**config.mk**
```make
export PLATFORM = sky130hd
export DESIGN_NAME = multiplier_seq_taint_v2_flat
export DESIGN_NICKNAME = d
export VERILOG_FILES = /design/src/rtl/multiplier_seq_taint_v2_if.sv /design/src/rtl/multiplier_seq_taint_v2.sv /design/src/flat_wrapper.sv
export SDC_FILE = /design/constraint.sdc
export NUM_CORES = 1
export LEC_CHECK = 0
export BUFFER_PORTS_ARGS = -buffer_cell sky130_fd_sc_hd__buf_2
export CAP_MARGIN = 20
export CELL_PAD_IN_SITES_DETAIL_PLACEMENT = 1
export CELL_PAD_IN_SITES_GLOBAL_PLACEMENT = 2
export CORE_UTILIZATION = 39
export DETAILED_ROUTE_END_ITERATION = 6
export PLACE_DENSITY = 0.91
export SLEW_MARGIN = 20
export SYNTH_ARGS = -nofsm -noshare
export SYNTH_HDL_FRONTEND = slang
export SYNTH_SLANG_ARGS = --single-unit
```
**constraint.sdc**
```tcl
create_clock -name clk -period 11.8 [get_ports clk]
set_input_delay 2.36 -clock clk [delete_from_list [all_inputs] [get_ports clk]]
set_output_delay 2.36 -clock clk [all_outputs]
set_load 0.02 [all_outputs]
```
**src/rtl/multiplier_seq_taint_v2_if.sv**
```systemverilog
// rtl/multiplier_seq_taint_v2_if.sv - operand/result bundle with taint shadows for the sequential multiplier
interface multiplier_seq_taint_v2_if #(
    parameter int WIDTH = 32
);
    logic                   start;
    logic                   start_t;
    logic                   signed_mode;
    logic                   signed_mode_t;
    logic [WIDTH-1:0]       multiplier;
    logic [WIDTH-1:0]       multiplier_t;
    logic [WIDTH-1:0]       multiplicand;
    logic [WIDTH-1:0]       multiplicand_t;
    logic                   ready;
    logic                   ready_t;
    logic                   done;
    logic                   done_t;
    logic [2*WIDTH-1:0]     product;
    logic [2*WIDTH-1:0]     product_t;

    modport master (
        output start, start_t, signed_mode, signed_mode_t,
               multiplier, multiplier_t, multiplicand, multiplicand_t,
        input  ready, ready_t, done, done_t, product, product_t
    );

    modport slave (
        input  start, start_t, signed_mode, signed_mode_t,
               multiplier, multiplier_t, multiplicand, multiplicand_t,
        output ready, ready_t, done, done_t, product, product_t
    );
endinterface

```
**src/rtl/multiplier_seq_taint_v2.sv**
```systemverilog
// rtl/multiplier_seq_taint_v2.sv - shift-add multiplier, signed/unsigned, optional early exit, bit-level taint
module multiplier_seq_taint_v2 #(
    parameter int WIDTH      = 32,
    parameter int EARLY_TERM = 0
) (
    input  logic                        clk,
    input  logic                        rst,
    multiplier_seq_taint_v2_if.slave    bus
);
    localparam int PW = 2 * WIDTH;
    localparam int CW = $clog2(WIDTH + 1);

    typedef enum logic [1:0] {
        ST_IDLE = 2'd0,
        ST_RUN  = 2'd1,
        ST_DONE = 2'd2
    } state_t;

    state_t            state_q, state_d;
    logic [WIDTH-1:0]  a_q, a_d;
    logic [PW-1:0]     b_q, b_d;
    logic [PW-1:0]     acc_q, acc_d;
    logic [CW-1:0]     cnt_q, cnt_d;
    logic              neg_q, neg_d;
    logic              ct_q, ct_d;
    logic [PW-1:0]     pt_q, pt_d;
    logic [PW-1:0]     product_q, product_d;
    logic [PW-1:0]     product_t_q, product_t_d;
    logic              ready_q, ready_d;
    logic              done_q, done_d;

    logic [PW-1:0]     sum;
    logic              last_iter;
    logic [WIDTH-1:0]  a_mag;
    logic [WIDTH-1:0]  b_mag;
    logic [PW-1:0]     tor_ext;
    logic [PW-1:0]     low_bit;
    logic              force_taint;

    always_comb begin
        state_d     = state_q;
        a_d         = a_q;
        b_d         = b_q;
        acc_d       = acc_q;
        cnt_d       = cnt_q;
        neg_d       = neg_q;
        ct_d        = ct_q;
        pt_d        = pt_q;
        product_d   = product_q;
        product_t_d = product_t_q;
        ready_d     = ready_q;
        done_d      = 1'b0;

        sum       = acc_q + (a_q[0] ? b_q : '0);
        last_iter = (cnt_q == CW'(WIDTH - 1)) ||
                    ((EARLY_TERM != 0) && ((a_q >> 1) == '0));

        // Magnitudes are taken as unsigned WIDTH-bit values so the most negative operand maps to 2^(WIDTH-1).
        a_mag = (bus.signed_mode && bus.multiplier[WIDTH-1])   ? -bus.multiplier   : bus.multiplier;
        b_mag = (bus.signed_mode && bus.multiplicand[WIDTH-1]) ? -bus.multiplicand : bus.multiplicand;

        // Any tainted operand bit taints every product bit at or above it (carries only move upward).
        tor_ext     = {{WIDTH{1'b0}}, bus.multiplier_t | bus.multiplicand_t};
        low_bit     = tor_ext & (-tor_ext);
        force_taint = bus.start_t
                    | ((EARLY_TERM != 0) && (|bus.multiplier_t))
                    | bus.signed_mode_t
                    | (bus.signed_mode & (bus.multiplier_t[WIDTH-1] | bus.multiplicand_t[WIDTH-1]));

        case (state_q)
            ST_IDLE: begin
                if (bus.start) begin
                    state_d = ST_RUN;
                    a_d     = a_mag;
                    b_d     = {{WIDTH{1'b0}}, b_mag};
                    acc_d   = '0;
                    cnt_d   = '0;
                    neg_d   = bus.signed_mode & (bus.multiplier[WIDTH-1] ^ bus.multiplicand[WIDTH-1]);
                    ct_d    = bus.start_t | ((EARLY_TERM != 0) && (|bus.multiplier_t));
                    pt_d    = force_taint ? '1 : ~(low_bit - PW'(1));
                    ready_d = 1'b0;
                end
            end
            ST_RUN: begin
                acc_d = sum;
                a_d   = a_q >> 1;
                b_d   = b_q << 1;
                cnt_d = cnt_q + CW'(1);
                if (last_iter) begin
                    state_d     = ST_DONE;
                    done_d      = 1'b1;
                    product_d   = neg_q ? -sum : sum;
                    product_t_d = pt_q;
                end
            end
            ST_DONE: begin
                state_d = ST_IDLE;
                ready_d = 1'b1;
            end
            default: begin
                state_d = ST_IDLE;
                ready_d = 1'b1;
            end
        endcase
    end

    always_ff @(posedge clk or negedge rst) begin
        if (!rst) begin
            state_q     <= ST_IDLE;
            a_q         <= '0;
            b_q         <= '0;
            acc_q       <= '0;
            cnt_q       <= '0;
            neg_q       <= 1'b0;
            ct_q        <= 1'b0;
            pt_q        <= '0;
            product_q   <= '0;
            product_t_q <= '0;
            ready_q     <= 1'b1;
            done_q      <= 1'b0;
        end else begin
            state_q     <= state_d;
            a_q         <= a_d;
            b_q         <= b_d;
            acc_q       <= acc_d;
            cnt_q       <= cnt_d;
            neg_q       <= neg_d;
            ct_q        <= ct_d;
            pt_q        <= pt_d;
            product_q   <= product_d;
            product_t_q <= product_t_d;
            ready_q     <= ready_d;
            done_q      <= done_d;
        end
    end

    assign bus.ready     = ready_q;
    assign bus.ready_t   = ct_q;
    assign bus.done      = done_q;
    assign bus.done_t    = ct_q;
    assign bus.product   = product_q;
    assign bus.product_t = product_t_q;
endmodule

```
**src/flat_wrapper.sv**
```systemverilog
// flat-port wrapper written by rule: the top's interface ports become plain ports
module multiplier_seq_taint_v2_flat 
#(
    parameter int WIDTH      = 32,
    parameter int EARLY_TERM = 0
)
  (clk, rst, bus_start, bus_start_t, bus_signed_mode, bus_signed_mode_t, bus_multiplier, bus_multiplier_t, bus_multiplicand, bus_multiplicand_t, bus_ready, bus_ready_t, bus_done, bus_done_t, bus_product, bus_product_t);
  multiplier_seq_taint_v2_if #(.WIDTH(WIDTH)) bus_i ();
  input  logic clk;
  input  logic rst;
  input wire logic [$bits(bus_i.start)-1:0] bus_start;
  input wire logic [$bits(bus_i.start_t)-1:0] bus_start_t;
  input wire logic [$bits(bus_i.signed_mode)-1:0] bus_signed_mode;
  input wire logic [$bits(bus_i.signed_mode_t)-1:0] bus_signed_mode_t;
  input wire logic [$bits(bus_i.multiplier)-1:0] bus_multiplier;
  input wire logic [$bits(bus_i.multiplier_t)-1:0] bus_multiplier_t;
  input wire logic [$bits(bus_i.multiplicand)-1:0] bus_multiplicand;
  input wire logic [$bits(bus_i.multiplicand_t)-1:0] bus_multiplicand_t;
  output wire logic [$bits(bus_i.ready)-1:0] bus_ready;
  output wire logic [$bits(bus_i.ready_t)-1:0] bus_ready_t;
  output wire logic [$bits(bus_i.done)-1:0] bus_done;
  output wire logic [$bits(bus_i.done_t)-1:0] bus_done_t;
  output wire logic [$bits(bus_i.product)-1:0] bus_product;
  output wire logic [$bits(bus_i.product_t)-1:0] bus_product_t;
  assign bus_i.start = bus_start;
  assign bus_i.start_t = bus_start_t;
  assign bus_i.signed_mode = bus_signed_mode;
  assign bus_i.signed_mode_t = bus_signed_mode_t;
  assign bus_i.multiplier = bus_multiplier;
  assign bus_i.multiplier_t = bus_multiplier_t;
  assign bus_i.multiplicand = bus_multiplicand;
  assign bus_i.multiplicand_t = bus_multiplicand_t;
  assign bus_ready = bus_i.ready;
  assign bus_ready_t = bus_i.ready_t;
  assign bus_done = bus_i.done;
  assign bus_done_t = bus_i.done_t;
  assign bus_product = bus_i.product;
  assign bus_product_t = bus_i.product_t;
  multiplier_seq_taint_v2 #(.WIDTH(WIDTH), .EARLY_TERM(EARLY_TERM)) u_core (.clk(clk), .rst(rst), .bus(bus_i));
endmodule
```
* After elaboration in Yosys (flattened, before gate mapping)
Index checks and enable logic that the tools add are counted.
** Storage, ports and cells
- Register bits after elaboration :: 364
- Output and inout bits :: 132
- Input port bits :: 134
- Logic and storage cells :: 62
** Operators by class
- Add/subtract/negate cells :: 7
- Reductions and logical operators :: 9
- Muxes and demuxes :: 20
- Eq/ne operators :: 4
- Bitwise operators :: 10
** Operators with widths (number)
- 64-bit two-way mux :: 5
- 64-bit case mux with 2 select lines :: 2
- 32-bit two-way mux :: 3
- 64-bit adder :: 1
- 32-bit by 64-bit bitwise AND with 64-bit output :: 1
- 32-bit negation :: 2
- 32-bit negation with 64-bit output :: 1
- 64-bit negation :: 1
- 64-bit inverter :: 1
- 32-bit case mux with 2 select lines :: 1
- 64-bit by 1-bit subtractor with 64-bit output, second input constant :: 1
- 32-bit bitwise OR :: 1
- 6-bit case mux with 2 select lines :: 1
- 2-bit AND reduction :: 5
- 6-bit by 1-bit adder with 6-bit output, second input constant :: 1
- 6-bit by 5-bit == test with 1-bit output, second input constant :: 1
- 6-bit two-way mux :: 1
- 2-bit two-way mux :: 2
- 2-bit case mux with 2 select lines :: 1
- 1-bit two-way mux :: 3
- 1-bit bitwise OR :: 3
- 1-bit bitwise AND :: 2
- 2-bit by 1-bit == test with 1-bit output, second input constant :: 1
- 1-bit logical AND :: 2
- 7 further kinds :: 7

* Depth between registers and ports, before layout
- Word-level depth :: 6
- Gate-level depth with buffers :: 18
- Depth with buffers taken out :: 16

* Least setup slack after synthesis
OpenSTA, ideal clock, no wires.
- Kind :: input to register
- Start point :: in bus_multiplicand_t[7]
- End point :: reg u_core.pt_q[43]
- Arrival time :: 4.991 ns
- Buffers on the path :: 1
- Path slack :: 6.691 ns
- Library setup time :: 0.118 ns
- Required time :: 11.682 ns
- Stages on the path :: 9
- Cell sequence :: or4_1 > or4_1 > nor3_1 > nor3b_1 > nand2b_1 > nor4_1 > a31oi_1 > clkbuf_1 > a21o_1
** On the way
- Cells in the longest elaborated chain, start to end :: 6
** Ends and longest elaborated chain
- from (decl) :: RTL line flat_wrapper.sv:18 : input wire logic [$bits(bus_i.multiplicand_t)-1:0] bus_multiplicand_t;
- 32-bit bitwise OR * :: RTL line multiplier_seq_taint_v2.sv:63 : tor_ext = {{WIDTH{1'b0}}, bus.multiplier_t | bus.multiplicand_t};
- 32-bit negation with 64-bit output :: RTL line multiplier_seq_taint_v2.sv:64 : low_bit = tor_ext & (-tor_ext);
- 32-bit by 64-bit bitwise AND with 64-bit output * :: RTL line multiplier_seq_taint_v2.sv:64
- 64-bit by 1-bit subtractor with 64-bit output * :: RTL line multiplier_seq_taint_v2.sv:80 : pt_d = force_taint ? '1 : ~(low_bit - PW'(1));
- 64-bit inverter * :: RTL line multiplier_seq_taint_v2.sv:80
- 64-bit two-way mux * :: RTL line multiplier_seq_taint_v2.sv:80
- to (signal assigned) :: RTL line multiplier_seq_taint_v2.sv:129 : pt_q <= pt_d;
- to (decl) :: RTL line multiplier_seq_taint_v2.sv:26 : logic [PW-1:0] pt_q, pt_d;
Every way passes the cells marked *; elsewhere a longest branch is shown, timed or not.
A chain may end at the register's enable or synchronous reset.

* Final worst setup path
- Start point :: reg u_core.a_q[0]
- End point :: reg u_core.product_q[58], in the netlist u_core.bus.product[58]
** On the way
- Cells in the longest elaborated chain, start to end :: 4
** Ends and longest elaborated chain
- from (decl) :: RTL line multiplier_seq_taint_v2.sv:20 : logic [WIDTH-1:0] a_q, a_d;
- from (signal assigned) :: RTL line multiplier_seq_taint_v2.sv:110 : a_q <= '0;
- from (signal assigned) :: RTL line multiplier_seq_taint_v2.sv:123 : a_q <= a_d;
- 64-bit two-way mux * :: RTL line multiplier_seq_taint_v2.sv:54 : sum = acc_q + (a_q[0] ? b_q : '0);
- 64-bit adder * :: RTL line multiplier_seq_taint_v2.sv:54
- 64-bit negation :: RTL line multiplier_seq_taint_v2.sv:92 : product_d = neg_q ? -sum : sum;
- 64-bit two-way mux * :: RTL line multiplier_seq_taint_v2.sv:92
- to (signal assigned) :: RTL line multiplier_seq_taint_v2.sv:130 : product_q <= product_d;
- to (decl) :: RTL line multiplier_seq_taint_v2.sv:27 : logic [PW-1:0] product_q, product_d;
Marked as above.

==> results.md <==
* Status: complete, no violations
* R2R depth at 17
* Port bufs at 265
* Yosys top cell by area: dfrtp_1
* Root Buffer: clkbuf_16
* Startpoint types: register
* Post-Route WL at 74.5 mm
* Global-route usage over all layers at 26.3%
* Post-CTS setup buffer count at 0
* Worst rel slew slack at 28.5%
* Async SR Flop Fraction at 100%
* Final hold vios at 0
* DIE AREA at around 0.056 mm^2
* Routed WL per cell at 21.1 um
* Flop-to-flop setup slack at 5.90 ns
* Skew-Pair Late Insertion Delay at between 0.5 and 0.6 ns
* Ranking of synthesized cells by area: dfrtp_1 (42%), nand2_1 (8.9%), o21ai_0 (6.5%)
* Crit Path Category: reg -> reg
* Vias at 20,228
* Hold path cells at 2
* Synth warn at 0
* Die Wd at roughly 240 um
* Detailed Place HPWL at 56.2 mm
* P&R area growth vs syn at 15.3%
* Mean Syn Cell Area at 8.40 um^2
* Min cycle time layout at a little under 6 ns
* Final ANT Viol Nets at 0
* Placed cells at 3,443
* Cell Area, Synth at 0.0216 mm^2
* Seq/Total Area, Yosys at 41.9%
* CTS sink count at 362
* Pleak at 11.1 nW
* Synth cell count leaders: nand2_1 (513), dfrtp_1 (361), o21ai_0 (281)
* Routability cong. at roughly 0.95
* Largest net degree at the start of global routing at 111
* Vias in the first global route at between 20,000 and 25,000
* Drt drc at 0
* Std cell rows at 85
* Gr ovfl total at 0
* Cts repair resizes at 0
* Top delay family on crit path: simple AND/OR/NAND/NOR gates
* Top Ports at roughly 270
* Clk_skew at 0.0192 ns
* Primary FF master, synth: dfrtp_1
* Worst-case vdd ir drop at 0.108 mV
* Drt initial violations at 1,099
* Critical Path Fanout Max at 64
* Reg2reg end: u_core.bus.product[58]
* Worst Hold Path EP: u_core.bus.product_t[14]
* Placed cell areas at 0.0235 mm^2
* Clock tree buffer depth at 3
* Core area at 0.0543 mm^2
* Drt pass-1 iters at 5
* Number of flops mapped to enable cells by yosys at 0
* Initial core utilization at 39.8%
* Arrival @ worst endpoint at 6.34 ns
* Synthesis-stage register bit count at 362
* H-Tree Depth at 2
* Setup violations, final at 0
* CTS tree: done
* Hold Buf Count CTS at 0
* Critical path data required time at 12.24 ns
* RSZ-0062 raised after global routing: no
* Num CTS Buffers at 42
* Critical-path top delay cell: or4b_1
* Worst hold margin at 0.457 ns
* DR vias/cell at between 5 and 6
* Clock slew at reported path FFs at 0.06 ns
* Max_cap viols at 0
* Hold Crit Class: reg -> reg
* CP peak stage delay at between 0.6 and 0.7 ns
* Pwr per Cell Area at ~250 mW/mm^2
* CP Capture Type: register
* Initial antenna violation count at 8
* Final Max Slew Viols at 0
* Post-Layout Cell Count at 3,522
* Crit Reg-Reg Startpoint: u_core.a_q[0]
* HP Start: u_core.pt_q[14]
* Top-count cell post-synth: nand2_1
* F_max at 170 MHz
* Post-synth top area share at between 40% and 50%
* Setup TNS at 0 ns
* Final instance area at between 0.02 and 0.025 mm^2
* Crit share post-route at 50.0%
* Syn Nets at 2,779
* Die Y at 238 um
* Worst slew pin tran at 1.07 ns
* Buf/Inv on CP at 2
* Layout Nets at 2,951
* CP cell instances: buf_4 > and2_1 > ha_1 > inv_1 > fa_1 > nor2b_4 > o21ai_0 > a2111oi_0 > o22ai_1 > or3_1 > or4_1 > nor2_1 > or4b_1 > nand4b_4 > o41ai_2 > xor2_1 > o21ai_1
* Cells after synthesis at about 2,600
* First-pass GRT wire length at 118 mm
* Number of library cell types mapped by synthesis at 90
* Share of cells above drive strength 1 at 14.0%
[how the worst max path moves through the flow]
stage          depth (start not counted)  slack (ns)                   from                     end
2_1_floorplan                          9        6.69  bus_multiplicand_t[7]         u_core.pt_q[43]
3_3_place_gp                          12        6.11  bus_multiplicand_t[7]         u_core.pt_q[34]
6_report                              17        5.90          u_core.a_q[0]  u_core.bus.product[58]
4_1_cts                               17        5.93          u_core.a_q[0]  u_core.bus.product[58]
5_1_grt                               16        5.45          u_core.a_q[0]  u_core.bus.product[61]
3_5_place_dp                          17        6.00          u_core.a_q[0]  u_core.bus.product[58]
[cell usage in the layout (no fill, tap or decap), types with 33 or more instances in the layout]
| cell | n |
|---|---|
| xnor2_1 | 90 |
| ha_1 | 68 |
| nor3_1 | 33 |
| nand4_1 | 38 |
| o21ai_1 | 33 |
| and2_1 | 76 |
| nand3_1 | 107 |
| nor2_1 | 155 |
| nand2_1 | 512 |
| buf_2 | 264 |
| a21o_1 | 58 |
| a21oi_1 | 112 |
| o21ai_0 | 281 |
| dfrtp_1 | 360 |
| a22oi_1 | 64 |
| clkbuf_16 | 42 |
| xor2_1 | 69 |
[state kept, by name (all words and copies together) (netlist names)]
| signal | cells |
|---|---|
| u_core.acc_q | 64 |
| u_core.b_q | 64 |
| u_core.bus.product | 64 |
| u_core.bus.product_t | 63 |
| u_core.pt_q | 63 |
| u_core.a_q | 32 |
| u_core.cnt_q | 6 |
| u_core.state_q | 2 |
| u_core.bus.done | 1 |
| u_core.bus.done_t | 1 |
| u_core.bus.ready | 1 |
| u_core.neg_q | 1 |
[worst reg2reg max path, delay by kind of cell, from the launching register on]
family                     cells  cell delay, ns
AOI/OAI and AO/OA              5            1.37
xor gates and xnor gates       1            0.18
adders and majority gates      2            0.63
buffers and inverters          2            0.49
DFF                            1            0.34
and+or+nand+nor                7            2.74
[layout make-up]
type | count | area (um^2)
Clock buffer | 62 | 1210
Multi-Input combinational cell | 2031 | 11900
Tap cell | 739 | 925
Sequential cell | 362 | 9060
Fill cell | 6500 | 29400
Timing Repair Buffer | 283 | 1470
Inverter | 28 | 105
Antenna cell | 4 | 10.0
Clock inverter | 13 | 243
[power by group]
| part | internal, mW | switching (mW) | total, mW | leakage [nW] |
|---|---|---|---|---|
| clock | 0.824 | 0.555 | 1.38 | 0.704 |
| combinational | 0.980 | 1.92 | 2.90 | 6.11 |
| sequential | 1.62 | 0.284 | 1.90 | 4.29 |
| total | 3.42 | 2.75 | 6.17 | 11.1 |
[per-layer routing]
layer | vias up | GRT usage (%) | part of all wire (%)
met5 | - | 0 | 0.077
met4 | 10 | 6.98 | 2.5
met3 | 120 | 5.01 | 6.0
met2 | 523 | 43.1 | 46
met1 | 10091 | 35.5 | 45
li1 | 9484 | - | -
[stage by stage]
| stage | power [mW] | utilization, % | worst slack [ns] |
|---|---|---|---|
| 6_report | 6.17 | 45.9 | 5.90 |
| 5_1_grt | 6.58 | 45.9 | 5.45 |
| 4_1_cts | 6.19 | 45.9 | 5.93 |
| 3_5_place_dp | 4.78 | 43.2 | 6.00 |
| 3_3_place_gp | 4.67 | 43.2 | 6.11 |
| 2_1_floorplan | 3.79 | - | 6.69 |
[cell families after synthesis]
logic type,Yosys count,share of synthesized area [%]
adder cells (fa/ha/maj),69,4.02
flip-flops,362,41.9
buffers and inverters,183,3.22
multiplexers,11,0.514
AO/OA/AOI/OAI,740,21.5
AND/OR/NAND/NOR,1052,22.5
XOR/XNOR,159,6.43
Note: power is estimated with default switching activity, not from simulation.
